===== src/rtl/led_pkg.sv =====
// Shared types for the LED frame builder.
// Pixel layout, bus width and the two FSM encodings.
package led_pkg;

    localparam int RGB_W = 24;

    typedef struct packed {
        logic [7:0] r;
        logic [7:0] g;
        logic [7:0] b;
    } rgb_t;

    typedef enum logic {
        FILL = 1'b0,
        HOLD = 1'b1
    } in_state_e;

    typedef enum logic {
        IDLE = 1'b0,
        ARM  = 1'b1
    } out_state_e;

endpackage


===== src/rtl/led_scale.sv =====
// Per-pixel brightness scaler: ch * (bright + 1) >> 8.
// Used only when LED_FRAME_BRIGHTNESS_EN is defined.
module led_scale
    import led_pkg::*;
(
    input  rgb_t       i_pix,
    input  logic [7:0] i_bright,
    output rgb_t       o_pix
);

    logic [16:0] w_mul;
    logic [16:0] w_r;
    logic [16:0] w_g;
    logic [16:0] w_b;

    assign w_mul = {9'd0, i_bright} + 17'd1;
    assign w_r   = {9'd0, i_pix.r} * w_mul;
    assign w_g   = {9'd0, i_pix.g} * w_mul;
    assign w_b   = {9'd0, i_pix.b} * w_mul;

    // 255 * 256 fits in 16 bits, so [15:8] is the full result
    assign o_pix.r = w_r[15:8];
    assign o_pix.g = w_g[15:8];
    assign o_pix.b = w_b[15:8];

endmodule


===== src/rtl/led_frame_builder.sv =====
// Double-buffered frame builder feeding the WS2801 driver.
// Optional brightness scaling: LED_FRAME_BRIGHTNESS_EN.
module led_frame_builder
    import led_pkg::*;
#(
    parameter int LEDS  = 50,
    parameter int CNT_W = 16
) (
    input  logic                  clk,
    input  logic                  rst,
`ifdef LED_FRAME_BRIGHTNESS_EN
    input  logic [7:0]            bright,
`endif
    input  logic                  pix_valid,
    output logic                  pix_ready,
    input  logic [RGB_W-1:0]      pix_rgb,
    input  logic                  pix_last,
    input  logic                  drv_done,
    output logic                  drv_start,
    output logic [RGB_W*LEDS-1:0] led_rgb,
    output logic [CNT_W-1:0]      frame_cnt,
    output logic                  short_frame,
    output logic                  overflow
);

    localparam int IDX_W = $clog2(LEDS + 1);
    localparam logic [IDX_W-1:0] LEDS_I = IDX_W'(LEDS);
    localparam logic [IDX_W:0]   LEDS_W = (IDX_W + 1)'(LEDS);

    in_state_e             r_in_st;
    out_state_e            r_out_st;
    logic                  r_ready;
    logic                  r_start;
    logic [IDX_W-1:0]      r_idx;
    logic [RGB_W*LEDS-1:0] r_shadow;
    logic                  r_pend_short;
    logic                  r_pend_ovf;
    logic [RGB_W*LEDS-1:0] r_led;
    logic [CNT_W-1:0]      r_cnt;
    logic                  r_short;
    logic                  r_ovf;

    logic                  w_xfer;
    logic                  w_commit;
    logic [IDX_W:0]        w_idx_nx;
    rgb_t                  w_pix;

    assign w_xfer   = pix_valid & r_ready;
    assign w_commit = (r_in_st == HOLD) &&
                      (r_out_st == IDLE) && drv_done;
    assign w_idx_nx = {1'b0, r_idx} + (IDX_W + 1)'(1);

`ifdef LED_FRAME_BRIGHTNESS_EN
    led_scale u_scale (
        .i_pix    (rgb_t'(pix_rgb)),
        .i_bright (bright),
        .o_pix    (w_pix)
    );
`else
    assign w_pix = rgb_t'(pix_rgb);
`endif

    // Input side: collect pixels into the shadow buffer, park in HOLD
    always_ff @(posedge clk or negedge rst) begin
        if (!rst) begin
            r_in_st      <= FILL;
            r_ready      <= 1'b0;
            r_idx        <= '0;
            r_shadow     <= '0;
            r_pend_short <= 1'b0;
            r_pend_ovf   <= 1'b0;
        end else begin
            unique case (r_in_st)
                FILL: begin
                    r_ready <= 1'b1;
                    if (w_xfer) begin
                        if (r_idx < LEDS_I) begin
                            for (int k = 0; k < LEDS; k++) begin
                                if (r_idx == IDX_W'(k)) begin
                                    r_shadow[RGB_W*(LEDS-1-k) +: RGB_W]
                                        <= w_pix;
                                end
                            end
                            r_idx <= r_idx + IDX_W'(1);
                        end else begin
                            r_pend_ovf <= 1'b1;
                        end
                        if (pix_last) begin
                            r_in_st      <= HOLD;
                            r_ready      <= 1'b0;
                            r_pend_short <= (w_idx_nx < LEDS_W);
                        end
                    end
                end
                HOLD: begin
                    if (w_commit) begin
                        r_in_st      <= FILL;
                        r_ready      <= 1'b1;
                        r_idx        <= '0;
                        r_pend_short <= 1'b0;
                        r_pend_ovf   <= 1'b0;
                    end
                end
            endcase
        end
    end

    // Output side: commit shadow to active buffer, run driver handshake
    always_ff @(posedge clk or negedge rst) begin
        if (!rst) begin
            r_out_st <= IDLE;
            r_start  <= 1'b0;
            r_led    <= '0;
            r_cnt    <= '0;
            r_short  <= 1'b0;
            r_ovf    <= 1'b0;
        end else begin
            unique case (r_out_st)
                IDLE: begin
                    if (w_commit) begin
                        r_out_st <= ARM;
                        r_start  <= 1'b1;
                        r_led    <= r_shadow;
                        r_cnt    <= r_cnt + CNT_W'(1);
                        r_short  <= r_pend_short;
                        r_ovf    <= r_pend_ovf;
                    end
                end
                ARM: begin
                    if (!drv_done) begin
                        r_out_st <= IDLE;
                        r_start  <= 1'b0;
                    end
                end
            endcase
        end
    end

    assign pix_ready   = r_ready;
    assign drv_start   = r_start;
    assign led_rgb     = r_led;
    assign frame_cnt   = r_cnt;
    assign short_frame = r_short;
    assign overflow    = r_ovf;

endmodule


===== config.mk =====
export PLATFORM = sky130hd
export DESIGN_NAME = led_frame_builder
export DESIGN_NICKNAME = d
export VERILOG_FILES = /design/src/rtl/led_pkg.sv /design/src/rtl/led_scale.sv /design/src/rtl/led_frame_builder.sv
export SDC_FILE = /design/constraint.sdc
export NUM_CORES = 2
export LEC_CHECK = 0
export CORE_AREA = 2 2 492 494
export DETAILED_ROUTE_END_ITERATION = 16
export DIE_AREA = 0 0 494 496
export HOLD_SLACK_MARGIN = 0.08
export PLACE_DENSITY = 0.58
export SYNTH_ARGS = -nofsm -noshare
export SYNTH_HDL_FRONTEND = slang
export SYNTH_SLANG_ARGS = --single-unit

===== constraint.sdc =====
create_clock -name clk -period 5.8 [get_ports clk]
set_input_delay 1.16 -clock clk [delete_from_list [all_inputs] [get_ports clk]]
set_output_delay 1.16 -clock clk [all_outputs]
set_load 0.005 [all_outputs]

==> impl_metrics.ini <==
[outcome]
status = finished, final reports clean

[cells_and_area]
area_delta_synth_final_pct = 26.73
fin_nets = 9101
filler_cell_count = 21560
finalNonFillerCells = 12440
drive_gt1_share_pct = 17.82

[global_routing]
grt_pass1_vias = 63470
grt-ovfl-total = 0
grt_first_pass_wirelength_um = 457400
grt_max_degree = 181
grt_usage_pct = 25.68
antenna_found_initial = 38

[floorplan]
initial_utilization_pct = 38.24
die_w_um = 494
pin_count = 1249
fp.dieArea_um2 = 245000
coreArea_um2 = 239600
die_y_um = 496
rows = 180

[synthesis]
synthCells = 7914
synth.area.top_cells = dfrtp_1 66%, nand2_1 15%, mux2_2 12%
async_reset_ff_share_pct = 100.0
netlist_area_um2 = 91620
synth_flop_cell = dfrtp_1
syn_nets = 7948
yosys.area.top_type = dfrtp_1
synth_warnings = 0
ys_types = 50
synth_top_family_by_area = simple AND/OR/NAND/NOR gates
ys_seq_area_share_pct = 66.37
synth_top_area_share_pct = 66.37
synth_most_common_cell = nand2_1
synth_edf_count = 0
synth_compound_area_share_pct = 0.1734
synth_area_per_cell_um2 = 11.58
yosys.area_share.xor_xnor_pct = 0.1434
synth-seq-cells = 2430
yosys.area_share.simple_pct = 15.77
muxShareOfSynthArea_pct = 14.94
synth-adder-area-share_pct = 0.06828
netlist_top_cells_count = 3640 x nand2_1, 2430 x dfrtp_1, 996 x mux2_2

[placement]
portBuffers = 1248
dp.final_hpwl_um = 203500
dp_slack_ps = 1516
dp_cells = 11970
gp_congestion = 0.8282

[clocking]
cts_resized = 0
clock_path_buffers = 4
post_cts_buffers = 0
clkSlewWorstSetupHoldPaths_ps = 60
cts_tree = built
cts_htree_levels = 5
root_buffer = clkbuf_16
cts.sinks = 2430
cts_buffers = 278
insertion_delay_ps = 930
postCtsHoldBufs = 0

[hold_path]
min_path_type = primary input to async pin

[critical_path]
start_kind = register
critical-path-top-delay-family = simple AND/OR/NAND/NOR gates
worstSetupPathType = register to register
crit_path_end_kind = register
critPathMaxFanout = 24
path_buf_inv = 0
cp_data_required_time_ps = 6590
critical-path-max-stage-delay_ps = 880
critical_path.slowest_cell = nor2_4
crit_chain = nor2b_1, nand2_1, nor2_4, mux2_2
arrival_ps = 4270

[drt]
drt-wirelength-per-cell_um = 25.72
drt_iter0_markers = 5598
vias_per_cell = 5.082
routed_wl_um = 320000
drc = 0
firstDrtPassIters = 5
drtAntennaViolNets = 0
num_vias = 63220

[sta]
fin_setup_tns_ps = 0
finalHoldViolCount = 0
rsz0062_at_grt = false
worst_slew_pin_slew_ps = 1168
slew_violations = 0
period_share_pct = 59.90
fin_ws_ps = 2326
fmax_mhz = 287.9
finClkSkew_ps = 63.26
relSlewSlack_pct = 22.12
setup_viol_count_final = 0
period_minus_slack_ps = 3474

[pwr]
power-per-cell-area_nw_per_um2 = 370.9
swShare_pct = 27.87
pwr-share-seq_pct = 45.9
p_comb_share_pct = 14.3
power_mw = 43.07
internal_power_mw = 31.06
leakage_nw = 60.54
vdd.ir_drop.worst_uv = 233.8
p_sw_mw = 12.00
clockPowerShare_pct = 39.8

[flow_run]
drv_cap = 0
[final cells by class]
cell class	count	area (µm²)	area share, %
antenna	7	17.52	0.01509
multi-input combinational	4974	28550	24.59
timing repair buffer	1381	13920	11.99
clock buffer	405	8213	7.073
sequential	2430	60810	52.37
inverter	2	7.507	0.006465
tap	3185	3985	3.432
clock inverter	56	609.3	0.5248
[state kept, by name (all words and copies together) (netlist names)]
name / cells
drv_start: 1
frame_cnt: 16
led_rgb: 1200
overflow: 1
pix_ready: 1
r_idx: 6
r_in_st: 1
r_out_st: 1
r_pend_ovf: 1
r_pend_short: 1
r_shadow: 1200
short_frame: 1
[stage by stage]
| stage | cell area, µm² | utilization (%) | hold WS, ps |
|---|---|---|---|
| final | 116100 | 48.46 | 235.2 |
| after global placement | 107300 | 44.77 | 441.5 |
| after CTS | 116100 | 48.45 | 226.4 |
| after detailed placement | 107300 | 44.77 | 443.7 |
| after floorplan | 91620 | - | 431.5 |
| after global routing | 116100 | 48.45 | 235.7 |
[worst reg2reg max path, stage by stage (launching register included)]
cell     delay, ps
dfrtp_1        590
nor2b_1        860
nand2_1        600
nor2_4         890
mux2_2         470
[path summary, 6_finish.rpt]
| path | start | end | slack [ps] | depth (start not counted) |
|---|---|---|---|---|
| worst max-delay path | r_idx[3]$_DFFE_PN0P_ | r_shadow[989]$_DFFE_PN0P_ | 2330 | 4 |
| max in group asynchronous | rst | r_shadow[314]$_DFFE_PN0P_ | 3800 | 3 |
| worst min register to register | r_shadow[701]$_DFFE_PN0P_ | led_rgb[701]$_DFFE_PN0P_ | 420 | 2 |
| worst max register to register | r_idx[3]$_DFFE_PN0P_ | r_shadow[989]$_DFFE_PN0P_ | 2330 | 4 |
| worst min-delay path | rst | r_shadow[40]$_DFFE_PN0P_ | 240 | 1 |
| min in group clk | r_shadow[701]$_DFFE_PN0P_ | led_rgb[701]$_DFFE_PN0P_ | 420 | 2 |
[metal layers]
layer	GRT usage [%]	share of wire (%)
met1	35.87	44
met2	39.44	45
met3	4.877	6.8
met4	10.48	4.2
met5	0	0.0084
[kinds of logic (layout without fill, tap and decap cells)]
group	Yosys count	count (layout)
other	0	7
muxes	1202	1202
and+or+nand+nor	3730	3730
xor gates and xnor gates	15	15
buffers and inverters	510	1844
DFF	2430	2430
adders and majority gates	5	5
AOI/OAI and AO/OA	22	22
[layout by cell type, fill, tap and decap left out, types with 3 or more instances in the layout]
cell type        synthesis  routed
nor2_2                   7       5
nand2_1               3640    3639
o21ai_0                  5       5
nor2b_1                  3       3
nor2_8                  10      10
diode_2                  0       7
buf_12                   5      38
xnor2_1                 12      12
inv_6                    0       6
nand3_2                  9      14
and2_1                   3       3
clkdlybuf4s50_1          0    1223
mux2_1                 165     165
nand4_1                  4       4
nand3b_1                 3       3
bufinv_16                0      11
xor2_1                   3       3
ha_1                     5       5
nand3_1                 15      10
clkbuf_1               389      57
nor2_4                  10      13
clkinv_2                 0      34
mux2_4                  40      40
nor3_1                   4       3
dfrtp_1               2430    2430
clkbuf_8                 0      63
mux2_2                 996     996
nor2_1                   5       4
and3_1                   3       3
buf_4                   32     119
and4_1                   4       4
clkbuf_16                0     285
[power groups by stage]
stage | logic, mW | registers [mW] | clock network (mW)
detailed placement | 6.26 | 20.0 | 0
global route | 6.69 | 19.8 | 18.2
floorplan | 2.76 | 19.4 | 0
CTS | 6.29 | 19.7 | 17.5
finish | 6.17 | 19.8 | 17.1
global placement | 6.17 | 20.0 | 0
Note: power is estimated with default switching activity, not from simulation.
